--- config.mk ---
export PLATFORM = sky130hd
export DESIGN_NAME = huffman_dc_diff_decoder
export DESIGN_NICKNAME = d
export VERILOG_FILES = /design/src/rtl/jpeg_pkg.sv /design/src/rtl/dc_extend.sv /design/src/rtl/huffman_dc_diff_decoder.sv
export SDC_FILE = /design/constraint.sdc
export NUM_CORES = 1
export LEC_CHECK = 0
export ABC_AREA = 1
export CAP_MARGIN = 20
export CORE_ASPECT_RATIO = 1.1
export CORE_MARGIN = 2
export CORE_UTILIZATION = 36
export CTS_CLUSTER_DIAMETER = 150
export CTS_CLUSTER_SIZE = 40
export DETAILED_ROUTE_END_ITERATION = 12
export PLACE_DENSITY_LB_ADDON = 0.25
export SLEW_MARGIN = 20
export SYNTH_ARGS = -nofsm -noshare
export SYNTH_HDL_FRONTEND = slang
export SYNTH_SLANG_ARGS = --single-unit
--- constraint.sdc ---
create_clock -name clk_in -period 5.46 [get_ports clk_in]
set_input_delay 1.092 -clock clk_in [delete_from_list [all_inputs] [get_ports clk_in]]
set_output_delay 1.092 -clock clk_in [all_outputs]
set_load 0.03 [all_outputs]
--- src/rtl/jpeg_pkg.sv ---
// Shared JPEG entropy-decoder definitions: DC category limits, decoder states
// and a reference EXTEND helper usable from any coefficient path.
package jpeg_pkg;

    localparam int DC_MAX_SIZE = 11;
    localparam int JPEG_DC_W   = 12;

    typedef enum logic {
        IDLE = 1'b0,
        READ = 1'b1
    } dec_state_t;

    // v holds the s magnitude bits right-aligned; a clear leading bit marks a negative value
    function automatic logic signed [JPEG_DC_W-1:0] extend(
        input logic [JPEG_DC_W-1:0] v,
        input logic [4:0]           s
    );
        logic [JPEG_DC_W-1:0] mask;
        logic [JPEG_DC_W-1:0] top;
        mask = ~({JPEG_DC_W{1'b1}} << s);
        top  = (s == 5'd0) ? '0 : ({{(JPEG_DC_W-1){1'b0}}, 1'b1} << (s - 5'd1));
        if (s == 5'd0) begin
            return '0;
        end else if ((v & top) == '0) begin
            return (v & mask) - mask;
        end else begin
            return v & mask;
        end
    endfunction

endpackage

--- src/rtl/dc_extend.sv ---
// Combinational JPEG EXTEND: turns s raw magnitude bits into a signed value
// sign-extended to DC_W bits. Shared by the DC and AC coefficient paths.
module dc_extend #(
    parameter int DC_W = 12
) (
    input  logic [DC_W-1:0] v,
    input  logic [4:0]      size,
    output logic [DC_W-1:0] diff
);

    logic [DC_W-1:0] mask;
    logic [DC_W-1:0] top;

    always_comb begin
        mask = ~({DC_W{1'b1}} << size);
        top  = (size == 5'd0) ? '0 : ({{(DC_W-1){1'b0}}, 1'b1} << (size - 5'd1));
        diff = '0;
        // v - (2^s - 1) is exactly v - mask once v is confined to s bits
        if (size != 5'd0) begin
            if ((v & top) == '0) begin
                diff = (v & mask) - mask;
            end else begin
                diff = v & mask;
            end
        end
    end

endmodule

--- src/rtl/huffman_dc_diff_decoder.sv ---
// DC difference decoder: pulls size magnitude bits per DC category, applies
// EXTEND and accumulates into per-component predictors.
//   state | meaning
//   IDLE  | waiting for a DC category from the Huffman lookup
//   READ  | shifting in the remaining magnitude bits of the current category
module huffman_dc_diff_decoder
    import jpeg_pkg::*;
#(
    parameter int NUM_COMP = 3,
    parameter int DC_W     = 12
) (
    input  logic            clk_in,
    input  logic            rst_in,
    input  logic            size_valid_in,
    input  logic [4:0]      size_in,
    input  logic [1:0]      comp_in,
    output logic            size_ready_out,
    input  logic            bit_valid_in,
    input  logic            bit_in,
    output logic            bit_ready_out,
    input  logic            pred_clear_in,
    output logic            dc_valid_out,
    output logic [DC_W-1:0] dc_out,
    output logic [DC_W-1:0] diff_out,
    output logic            err_out
);

    dec_state_t state, state_nx;

    logic [3:0]             bit_cnt;
    logic [DC_MAX_SIZE-2:0] shift_q;
    logic [DC_MAX_SIZE-1:0] shifted;
    logic [4:0]             size_q;
    logic [1:0]             comp_q;
    logic [1:0]             comp_sel;
    logic [DC_W-1:0]        pred [NUM_COMP];
    logic [DC_W-1:0]        pred_sel;
    logic [DC_W-1:0]        ext_diff;
    logic [DC_W-1:0]        dc_sum;

    logic size_acc, size_bad, size_zero, size_start;
    logic bit_take, bit_last;

    assign size_ready_out = (state == IDLE) && !rst_in;
    assign bit_ready_out  = (state == READ);

    assign size_acc   = size_valid_in && (state == IDLE);
    assign size_bad   = (size_in > 5'(DC_MAX_SIZE)) || (32'(comp_in) >= NUM_COMP);
    assign size_zero  = size_acc && !size_bad && (size_in == 5'd0);
    assign size_start = size_acc && !size_bad && (size_in != 5'd0);

    assign bit_take = (state == READ) && bit_valid_in;
    assign bit_last = bit_take && (bit_cnt == 4'd1);

    // The final bit joins the word combinationally so the result lands one edge after it
    assign shifted  = {shift_q, bit_in};
    assign comp_sel = (state == READ) ? comp_q : comp_in;

    always_comb begin
        pred_sel = '0;
        for (int i = 0; i < NUM_COMP; i++) begin
            if (comp_sel == 2'(i)) begin
                pred_sel = pred[i];
            end
        end
    end

    dc_extend #(.DC_W(DC_W)) u_extend (
        .v    ({{(DC_W-DC_MAX_SIZE){1'b0}}, shifted}),
        .size (size_q),
        .diff (ext_diff)
    );

    assign dc_sum = pred_sel + ext_diff;

    always_ff @(posedge clk_in or posedge rst_in) begin
        if (rst_in) begin
            state <= IDLE;
        end else begin
            state <= state_nx;
        end
    end

    always_comb begin
        state_nx = state;
        case (state)
            IDLE:    if (size_start) state_nx = READ;
            READ:    if (bit_last)   state_nx = IDLE;
            default: state_nx = IDLE;
        endcase
    end

    always_ff @(posedge clk_in or posedge rst_in) begin
        if (rst_in) begin
            bit_cnt <= '0;
            shift_q <= '0;
            size_q  <= '0;
            comp_q  <= '0;
        end else if (size_start) begin
            bit_cnt <= size_in[3:0];
            shift_q <= '0;
            size_q  <= size_in;
            comp_q  <= comp_in;
        end else if (bit_take) begin
            bit_cnt <= bit_cnt - 4'd1;
            shift_q <= shifted[DC_MAX_SIZE-2:0];
        end
    end

    always_ff @(posedge clk_in or posedge rst_in) begin
        if (rst_in) begin
            dc_valid_out <= 1'b0;
            err_out      <= 1'b0;
            dc_out       <= '0;
            diff_out     <= '0;
        end else begin
            dc_valid_out <= size_zero || bit_last;
            err_out      <= size_acc && size_bad;
            if (size_zero) begin
                dc_out   <= pred_sel;
                diff_out <= '0;
            end else if (bit_last) begin
                dc_out   <= dc_sum;
                diff_out <= ext_diff;
            end
        end
    end

    // A restart clear overrides a same-edge predictor update
    always_ff @(posedge clk_in or posedge rst_in) begin
        if (rst_in) begin
            for (int i = 0; i < NUM_COMP; i++) pred[i] <= '0;
        end else begin
            for (int i = 0; i < NUM_COMP; i++) begin
                if (pred_clear_in) begin
                    pred[i] <= '0;
                end else if (bit_last && (comp_q == 2'(i))) begin
                    pred[i] <= dc_sum;
                end
            end
        end
    end

endmodule

# ---- Yosys cells after proc, flatten, opt, wreduce, memory -nomap -nowiden
# Index checks and enable logic that the tools add are counted.
dict set report word_totals {
  ff_bits 84
  in_bits 13
  output_inout_bits 28
  elab_cells 80
}
dict set report classes {
  add_sub_neg 4
  n_lt_le_gt_ge 2
  eq_ne 5
  shifts 2
  n_mux 24
  n_bitwise 4
  n_reduce_logical 27
}
# op n
set ops {}
lappend ops {{$mux W12} 16}
lappend ops {{$and A11 B12 Y12} 2}
lappend ops {{$mux W10} 2}
lappend ops {{$add A12 B12 Y12} 1}
lappend ops {{$logic_not A12 Y1} 1}
lappend ops {{$not A12 Y12} 1}
lappend ops {{$shl A1 B5 Y12 const A} 1}
lappend ops {{$shl A12 B5 Y12 const A} 1}
lappend ops {{$sub A12 B12 Y12} 1}
lappend ops {{$logic_and A1 B1 Y1} 11}
lappend ops {{$logic_not A5 Y1} 2}
lappend ops {{$reduce_bool A2 Y1} 5}
lappend ops {{$reduce_bool A5 Y1} 2}
lappend ops {{$mux W4} 2}
lappend ops {{$gt A5 B4 Y1 const B} 1}
lappend ops {{$sub A5 B1 Y5 const B} 1}
lappend ops {{$eq A2 B1 Y1 const B} 2}
lappend ops {{$eq A2 B2 Y1 const B} 2}
lappend ops {{$eq A4 B1 Y1 const B} 1}
lappend ops {{$logic_not A2 Y1} 2}
lappend ops {{$sub A4 B1 Y4 const B} 1}
lappend ops {{$ge A2 B2 Y1 const B} 1}
lappend ops {{$logic_not A1 Y1} 2}
lappend ops {{$logic_or A1 B1 Y1} 2}
lappend ops {{other kinds (4)} 5}

# ---- Depth between registers and ports, before layout
dict set report depth {
  ltp_word 10
  depth_mapped 25
  depth_no_buf 25
}

# ---- Modules after synthesis
# A second synthesis with hierarchy kept.
dict set report hier_totals {
  hier_cells 713
  area_unflattened_um2 5272.6
}
# mod instances cells_per_inst area_per_inst_um2 seq_area_each_um2
set by_module_without_submodules {}
lappend by_module_without_submodules {huffman_dc_diff_decoder 1 518 4329.2 2102.0}
lappend by_module_without_submodules {dc_extend 1 195 943.4 0.0}

# ---- Worst setup path before layout
# No wires, ideal clock.
dict set report synth_timing {
  path_kind {input to register}
  startpoint {in comp_in[1]}
  endpoint {reg pred[7] (netlist bit)}
  setup_time_ns 0.083
  t_arrival_ns 3.393
  required_ns 5.377
  slack_ns 1.984
  stages 14
  n_path_buf 1
  cell_sequence {o21ai_0 inv_1 nor2_1 clkbuf_1 nand2_1 o211ai_1 ha_1 a21oi_1 o21ai_0 a21oi_1 o21ai_0 xor2_1 or2_2 o21ai_0}
}
dict set report synth_via {
  elab_chain_cells 8
  elab_cells_between_ends 10
  classes_between {add/sub: 1; eq/ne: 2; mux: 6; reduce/logical: 1}
}
# element line
set synth_rtl {}
lappend synth_rtl {{from (decl)} huffman_dc_diff_decoder.sv:16} ;# input logic [1:0] comp_in,
lappend synth_rtl {{$mux W2 (*)} huffman_dc_diff_decoder.sv:57} ;# assign comp_sel = (state == READ) ? comp_q : comp_in;
lappend synth_rtl {{$logic_not A2 Y1} huffman_dc_diff_decoder.sv:62} ;# if (comp_sel == 2'(i)) begin
lappend synth_rtl {{$mux W12 (2 in series)} huffman_dc_diff_decoder.sv:62}
lappend synth_rtl {{$mux W12 (*)} huffman_dc_diff_decoder.sv:62}
lappend synth_rtl {{$add A12 B12 Y12 (*)} huffman_dc_diff_decoder.sv:74} ;# assign dc_sum = pred_sel + ext_diff;
lappend synth_rtl {{$mux W12 (*)} huffman_dc_diff_decoder.sv:137} ;# end else if (bit_last && (comp_q == 2'(i))) begin
lappend synth_rtl {{$mux W12 (*)} huffman_dc_diff_decoder.sv:135} ;# if (pred_clear_in) begin
lappend synth_rtl {{to (signal, indexed assignment)} huffman_dc_diff_decoder.sv:138} ;# pred[i] <= dc_sum;
lappend synth_rtl {{to (decl)} huffman_dc_diff_decoder.sv:36} ;# logic [DC_W-1:0] pred [NUM_COMP];
# Every way passes the cells marked *; elsewhere a longest branch is shown, timed or not. The select of a mux whose other input is x is not followed.
# A chain may end at the register's enable or synchronous reset.

# ---- Worst setup path in the final report
# Ends and elaborated chain as after synthesis.

==> metrics.cfg <==
[min_path]
hold_end = pred[12]$_DFFE_PP0P_
holdCritStartpoint = pred[12]$_DFFE_PP0P_
worstHoldPathType = reg2reg
whs_path_depth = 2

[logic_synthesis]
synth.net_count = 671
synth-edff-count = 0
synth-seq-cells = 84
yosysSeqAreaShare_pct = 43.8
synth_xor_area_share_pct = 2.55
yosys.area_share.simple_pct = 29.2
synth_top_family_by_area = simple AND/OR/NAND/NOR gates
synth-main-ff-cell = dfrtp_1
synth_fa_ha_area_share_pct = 4.07
netlist_instances = 643
synthMuxAreaShare_pct = 0
synth_compound_area_share_pct = 12.6
yosys_warnings = 0
synthArstFlopShare_pct = 100
synth_area_mm2 = 0.00480
syn_avg_cell_area_um2 = 7.46
netlist-cell-type-count = 37

[setup_path]
r2r_end = pred[8]$_DFFE_PP0P_
critPathArrivalTime_ps = 4530
cp-start-kind = input pin
critical_path_required_ps = 5720
end_kind = flop
path_class = in2reg
r2r_start = size_q[1]$_DFFE_PP0P_
critPathMaxFanout = 12
ff2ff_setup_slack_ps = 1760
worstRegToRegCells = 23

[global_route]
grt_pass1_vias = 4256
grt.total_usage_pct = 18.6
grt_max_degree = 58
antenna_found_initial = 0
grt_pass1_wl_um = 20900
grt-ovfl-total = 0

[timing]
finalMaxSlewViolations = 0
period_needed_ps = 4270
setup_viol = 0
worst_slew_pin_slew_ps = 1050
timing.final.crit_share_pct = 78.1
clock.fmax_mhz = 234
hold_viol_final = 0
fin_tns_setup_ps = 0
maxSlewHeadroom_pct = 29.5
clock_skew_ps = 8.28
rsz0062_at_grt = no

[cells_and_area]
insertedDiodeCount = 0
drive_above_1_share_pct = 6.56
final_cell_mix = 207 x nand2_1, 84 x dfrtp_1, 68 x inv_1
n_fill_cell = 1328
regArea_mm2 = 0.00210
multi_input_area_mm2 = 0.00233
layout_commonest_cell = nand2_1
nNetsFinal = 709
finalInstanceArea_mm2 = 0.00568
area.growth.synth_to_final_pct = 18.3

[drt]
ant_nets = 0
vias_per_cell = 5.19
route.vias.total = 4397
drtIter0Drc = 462
wl_per_cell_um = 14.9
drcViolationCount = 0
finalWirelength_um = 12600
dr.pass1.iters = 5

[die]
rows = 44
die_area_mm2 = 0.0143
start_util_pct = 36.6
ios = 41
coreArea_mm2 = 0.0131
dieHeight_um = 125
die_x_um = 114

[clock_tree]
clk_latency_ps = 350
path_clk_slew_ps = 60
cts_hold_buf = 0
cts_sinks = 84
clockBufferDepth = 2
cts_root_buf = clkbuf_16
postCtsResizedCells = 0
cts_tree = yes
cts_setup_buffers = 0
h-tree-depth = 3
numCtsBuffers = 9

[placed_design]
dpl.hpwl_um = 9350
port_buffers = 40
routabilityCongestion = 0.956
dpl-instance-area_mm2 = 0.00535

[outcome]
status = completed

[job]
maxCapViolations = 0

flip-flops by register name, indices dropped and copies added (netlist names):
signal	count
size_q	5
bit_cnt	4
diff_out	12
dc_valid_out	1
bit_ready_out	1
shift_q	10
err_out	1
comp_q	2
dc_out	12
pred	36
Yosys cell counts (all sizes together) (6+ instances only):
cell type | count | share of area (%)
a21oi | 14 | 1.5
clkbuf | 12 | 0.94
dfrtp | 84 | 44
ha | 14 | 3.6
inv | 78 | 6.1
nand2 | 213 | 17
nand3 | 61 | 6.6
nor2 | 36 | 3.7
nor3 | 6 | 0.73
o211ai | 8 | 1.3
o21ai | 70 | 7.3
o22ai | 10 | 1.3
xor2 | 10 | 1.8
metal layers:
layer  track usage, %  share of wire (%)
met5                0                  0
met4             6.24                2.2
met3             5.33                5.5
met2             28.2                 45
met1             25.4                 47
worst max-delay path, stage by stage:
cell and delay [ps]:
clkdlybuf4s50_1 450, o21ai_0 260, inv_1 90, nor2_1 650, nand2_1 100, o211ai_1 180, ha_1 350, a21oi_1 180
o21ai_0 90, a21oi_1 210, o21ai_0 180, xor2_1 190, or2_2 310, o21ai_0 180
worst max path at each step:
| stage | end | slack [ps] | start | cells after the start |
|---|---|---|---|---|
| 2_1_floorplan | pred[7]$_DFFE_PP0P_ | 1980 | comp_in[1] | 14 |
| 3_3_place_gp | pred[7]$_DFFE_PP0P_ | 1000 | comp_in[1] | 14 |
| 3_5_place_dp | pred[7]$_DFFE_PP0P_ | 860 | comp_in[1] | 14 |
| 6_report | pred[7]$_DFFE_PP0P_ | 1190 | comp_in[1] | 14 |
| 5_1_grt | pred[19]$_DFFE_PP0P_ | 790 | comp_in[1] | 14 |
| 4_1_cts | pred[7]$_DFFE_PP0P_ | 1220 | comp_in[1] | 14 |
final cells by class:
| type | instances | share of cell area [%] |
|---|---|---|
| well taps | 161 | 3.55 |
| repair buffers | 42 | 7.32 |
| inverters | 80 | 5.33 |
| multi-input cells | 464 | 41.0 |
| clock buffers | 10 | 4.21 |
| flip-flops and latches | 84 | 37.0 |
| clock inverters | 6 | 1.54 |
logic make-up after synthesis:
group,count (synthesis)
XOR/XNOR,14
AND/OR/NAND/NOR,325
AO/OA/AOI/OAI,110
buffers and inverters,95
flip-flops,84
adder cells (fa/ha/maj),15
stage by stage:
| stage | util (%) | setup WS [ps] | hold WS (ps) | cells |
|---|---|---|---|---|
| 2_1_floorplan | - | 1980 | 442 | 643 |
| 3_3_place_gp | 40.8 | 1000 | 463 | 831 |
| 3_5_place_dp | 40.8 | 861 | 465 | 831 |
| 4_1_cts | 43.3 | 1220 | 478 | 847 |
| 5_1_grt | 43.3 | 792 | 509 | 847 |
| 6_report | 43.3 | 1190 | 476 | 847 |
Power is left out: the tool's default activity adds up to more than one toggle a clock period on the data nets, which glitch-free logic cannot reach.
